===== src/rtl/input_conditioner.sv =====
// input_conditioner: conditions raw player controls before they reach the player logic.
// Each channel goes through a two-flop synchroniser, a polarity fix, a counter debounce and
// a rising-edge press pulse. Two frame-aligned views are also kept: the debounced level as
// it stood at the last frame_tick, and a sticky flag that catches any press during the
// previous frame, so a tap shorter than one frame is not lost.

module input_conditioner #(
    parameter int N_CH            = 6,
    parameter int DEBOUNCE_CYCLES = 250000,
    parameter int CNT_W           = 18,
    parameter bit ACTIVE_LOW      = 1'b1
) (
    input  logic            clk,
    input  logic            rst,
    input  logic [N_CH-1:0] raw_in,
    input  logic            frame_tick,
    output logic [N_CH-1:0] stable_o,
    output logic [N_CH-1:0] press_pulse_o,
    output logic [N_CH-1:0] frame_level_o,
    output logic [N_CH-1:0] frame_press_o
);

    // Raw level that means "released"; the synchroniser resets to it so that a button
    // held through reset is seen as a fresh press once reset is released.
    localparam logic [N_CH-1:0]  IDLE_RAW = {N_CH{ACTIVE_LOW}};
    localparam logic [CNT_W-1:0] CNT_LAST = CNT_W'(DEBOUNCE_CYCLES - 1);

    logic [N_CH-1:0]  sync_1;
    logic [N_CH-1:0]  sync_2;
    logic [N_CH-1:0]  lvl;
    logic [CNT_W-1:0] cnt [N_CH];
    logic [N_CH-1:0]  stable_d;
    logic [N_CH-1:0]  press_acc;

    // Two-flop synchroniser for the asynchronous button/GPIO inputs
    always_ff @(posedge clk or posedge rst) begin
        if (rst) begin
            sync_1 <= IDLE_RAW;
            sync_2 <= IDLE_RAW;
        end else begin
            sync_1 <= raw_in;
            sync_2 <= sync_1;
        end
    end

    // 1 = pressed, regardless of the board's electrical polarity
    assign lvl = sync_2 ^ IDLE_RAW;

    // Debounce: accept a new level only after it has differed from the accepted level
    // for DEBOUNCE_CYCLES consecutive clocks; any return to the accepted level restarts.
    always_ff @(posedge clk or posedge rst) begin
        if (rst) begin
            stable_o <= '0;
            for (int i = 0; i < N_CH; i++) begin
                cnt[i] <= '0;
            end
        end else begin
            for (int i = 0; i < N_CH; i++) begin
                if (lvl[i] == stable_o[i]) begin
                    cnt[i] <= '0;
                end else if (cnt[i] == CNT_LAST) begin
                    stable_o[i] <= lvl[i];
                    cnt[i]      <= '0;
                end else begin
                    cnt[i] <= cnt[i] + CNT_W'(1);
                end
            end
        end
    end

    // Registered one-cycle pulse in the cycle after stable_o rises
    always_ff @(posedge clk or posedge rst) begin
        if (rst) begin
            stable_d      <= '0;
            press_pulse_o <= '0;
        end else begin
            stable_d      <= stable_o;
            press_pulse_o <= stable_o & ~stable_d;
        end
    end

    // Frame sampling: a pulse coincident with the tick belongs to the closing frame
    always_ff @(posedge clk or posedge rst) begin
        if (rst) begin
            press_acc     <= '0;
            frame_level_o <= '0;
            frame_press_o <= '0;
        end else if (frame_tick) begin
            frame_level_o <= stable_o;
            frame_press_o <= press_acc | press_pulse_o;
            press_acc     <= '0;
        end else begin
            press_acc <= press_acc | press_pulse_o;
        end
    end

endmodule

===== config.mk =====
export PLATFORM = sky130hd
export DESIGN_NAME = input_conditioner
export DESIGN_NICKNAME = d
export VERILOG_FILES = /design/src/rtl/input_conditioner.sv
export SDC_FILE = /design/constraint.sdc
export NUM_CORES = 1
export LEC_CHECK = 0
export BUFFER_PORTS_ARGS = -buffer_cell sky130_fd_sc_hd__buf_2
export CAP_MARGIN = 20
export CORE_MARGIN = 4
export CORE_UTILIZATION = 65
export CTS_CLUSTER_DIAMETER = 30
export CTS_CLUSTER_SIZE = 10
export DETAILED_ROUTE_END_ITERATION = 6
export MAX_ROUTING_LAYER = met4
export PLACE_DENSITY_LB_ADDON = 0.05
export SYNTH_ARGS = -nofsm -noshare
export SYNTH_HDL_FRONTEND = slang
export SYNTH_SLANG_ARGS = --single-unit

===== constraint.sdc =====
create_clock -name clk -period 6.9 [get_ports clk]
set_input_delay 0.345 -clock clk [delete_from_list [all_inputs] [get_ports clk]]
set_output_delay 0.345 -clock clk [all_outputs]
set_load 0.02 [all_outputs]

==> results.json <==
{
  "yosys_warnings": 0,
  "final_layout_size_suffix_gt1_share_pct": 14.70,
  "io_pins": 33,
  "syn_avg_cell_area_um2": 10.60,
  "period_minus_slack_ps": 2293,
  "maxSlewHeadroom_pct": 39.68,
  "drc": 0,
  "start_kind": "flip-flop",
  "drv_cap": 0,
  "hold_viol": 0,
  "fin_crit_sh_pct": 33.23,
  "regToRegStartpoint": "cnt[64]",
  "p_int_uw": 1633,
  "clockPowerShare_pct": 50.5,
  "nNetsFinal": 723,
  "crit_chain": "nor4_1, nand4_1, o41ai_2, buf_4, nor2_1",
  "yosysSeqAreaShare_pct": 56.17,
  "setup_viol_count_final": 0,
  "min_to": "press_acc[3]",
  "irDropWorstVdd_v": 0.0002603,
  "reg2reg_depth": 5,
  "synth-seq-cells": 156,
  "drv_slew": 0,
  "fin_skew_ps": 6.594,
  "grt_max_degree": 90,
  "hold_depth": 2,
  "num_rows": 37,
  "fp.dieH_um": 111.6,
  "dieArea_um2": 12450,
  "path_delay_family": "compound AO/OA/AOI/OAI gates",
  "grt_first_pass_wirelength_um": 23090,
  "path_buf_inv": 1,
  "clk_latency_ps": 540,
  "grt.total_usage_pct": 23.53,
  "netlist_area_um2": 6977,
  "combPwrFrac_pct": 3.3,
  "rsz0062_at_grt": "no",
  "dr.first_iter.drc_count": 281,
  "synth_ff_type": "dfrtp_1",
  "syn_inst": 658,
  "core_um2": 10370,
  "synth_mux_area_share_pct": 1.399,
  "cts_made_buffers": 17,
  "synth_simple_gate_area_share_pct": 23.28,
  "area_delta_synth_final_pct": 14.89,
  "cts_resized": 0,
  "synth_fa_ha_area_share_pct": 1.076,
  "pwr_density_cell_nw_per_um2": 255.3,
  "swShare_pct": 20.21,
  "cp_max_fo": 10,
  "min_from": "frame_tick",
  "clock.fmax_ghz": 0.4361,
  "cp-startpoint": "cnt[64]",
  "critPathSlowestCell": "o41ai_2",
  "place_hpwl_um": 8353,
  "final_common_cell": "dfrtp_1",
  "critPathKind": "reg2reg",
  "routed_wl_um": 13170,
  "start_util_pct": 67.28,
  "cts_setup_buffers": 0,
  "worstPathRequired_ps": 7330,
  "drt-pass1-iter-count": 5,
  "cp_slowest_stage_delay_ps": 880,
  "async_reset_ff_share_pct": 100.0,
  "worst_slack_ps": 4607,
  "overflow": 0,
  "synth-xor-area-share_pct": 10.67,
  "worstSetupEndpointType": "flip-flop",
  "layout_common_cells": "dfrtp_1, nor2_1, xnor2_1",
  "worstHoldPathType": "in2reg",
  "synth_fp_nets": 673,
  "grt_antenna_before_repair": 0,
  "clock_sinks": 156,
  "crit_arrival_ps": 2720,
  "drt-wirelength-per-cell_um": 15.36,
  "utilization_pct": 77.29,
  "synth_top_family_by_area": "simple AND/OR/NAND/NOR gates",
  "num_antenna_cells": 0,
  "clk_path_buf_depth": 2,
  "portBuffers": 32,
  "post-place-ws_ps": 4636,
  "setup_tns_ps": 0,
  "grt_pass1_vias": 5014,
  "ys_types": 41,
  "nFillCells": 630,
  "synth-compound-area-share_pct": 5.129,
  "root_buffer": "clkbuf_8",
  "seq_power_share_pct": 46.2,
  "num_vias": 4925,
  "die_x_um": 111.6,
  "via_per_inst": 5.747,
  "regToRegSetupSlack_ps": 4610,
  "clk_pin_slew_ps": 60,
  "power_uw": 2046,
  "cts_hold_buf": 7,
  "antenna_left": 0,
  "status": "completed",
  "cts_max_level": 4,
  "place_congestion": 0.8694,
  "p_leak_uw": 0.003379,
  "worst_slew_pin_slew_ps": 895.0,
  "p_sw_uw": 413.5,
  "r2r_end": "cnt[60]",
  "synth_edf_count": 0,
  "cts_tree": "yes"
}
## routing by layer
layer	global-route usage (%)	wire length, um
met5	-	0
met4	10.87	296
met3	6.141	539
met2	36.47	6537
met1	29.20	5792
## worst max path at each step
stage,end,slack (ps),depth (start not counted)
final,cnt[60],4610,5
after global placement,cnt[66],4730,5
after global routing,cnt[65],4490,5
after CTS,cnt[60],4610,5
after floorplan,cnt[0],2370,1
after detailed placement,cnt[60],4640,5
## synthesized netlist by cell type, types with 3 or more instances
library cell | count | area [um^2]
nor2b_1 | 4 | 25.02
ha_1 | 6 | 75.07
nand2b_1 | 4 | 25.02
or4_4 | 3 | 33.78
dfstp_2 | 12 | 315.3
xnor2_1 | 65 | 569.3
or3b_2 | 4 | 35.03
inv_1 | 23 | 86.33
nor3_1 | 14 | 70.07
nor2_1 | 129 | 484.2
nor4_1 | 19 | 118.9
dfrtp_1 | 144 | 3603
or3_1 | 11 | 68.82
or4_1 | 11 | 82.58
or2_2 | 5 | 31.28
o21ai_0 | 8 | 40.04
nand3_1 | 35 | 175.2
o31ai_1 | 10 | 75.07
mux2i_1 | 3 | 30.03
or4b_1 | 5 | 50.05
nand4_2 | 3 | 37.54
and4_1 | 6 | 52.55
nand4_1 | 25 | 156.4
a21oi_1 | 23 | 115.1
buf_6 | 3 | 33.78
clkbuf_1 | 5 | 18.77
mux2_2 | 6 | 67.56
xor2_1 | 20 | 175.2
nand2_1 | 27 | 101.4
and3_1 | 5 | 31.28
o41ai_1 | 4 | 35.03
o21ai_4 | 3 | 48.80
## cell families after synthesis
logic type | Yosys count
buffers and inverters | 34
muxes | 9
and+or+nand+nor | 316
adders and majority gates | 6
xor gates and xnor gates | 85
AOI/OAI and AO/OA | 52
DFF | 156
## metrics by stage
stage	std cells	hold WS (ps)	cell area, um^2
final	857	293.1	8015
after global routing	857	316.2	8015
after global placement	817	345.3	7254
after floorplan	658	345.2	6977
after CTS	856	289.6	7988
after detailed placement	817	347.2	7254
## worst register-to-register path, delay by kind of cell, from the launching register on
kind                   cells  cell delay (ps)
AOI/OAI and AO/OA          1              880
and+or+nand+nor            3              570
DFF                        1              430
buffers and inverters      1              300
## flip-flops by register name, indices dropped and copies added, names as in the netlist
signal / flops
stable_o: 6
sync_1: 6
frame_press_o: 6
press_pulse_o: 6
stable_d: 6
sync_2: 6
cnt: 108
press_acc: 6
frame_level_o: 6
## final cells by class
class | instances | area (um^2) | area share [%]
clock buffer | 21 | 449.2 | 5.604
clock inverter | 11 | 214.0 | 2.669
inverter | 23 | 91.34 | 1.140
multi-input combinational | 468 | 2899 | 36.17
sequential | 156 | 3919 | 48.89
tap | 136 | 170.2 | 2.123
timing repair buffer | 42 | 272.8 | 3.403
## power groups by stage
stage | clock (uW) | sequential (uW) | combinational [uW]
floorplan | 0 | 962 | 44.7
global placement | 0 | 960 | 60.0
detailed placement | 0 | 962 | 63.0
CTS | 1050 | 945 | 66.6
global route | 1100 | 947 | 76.6
finish | 1030 | 945 | 66.5
(Power assumes the default switching activity.)
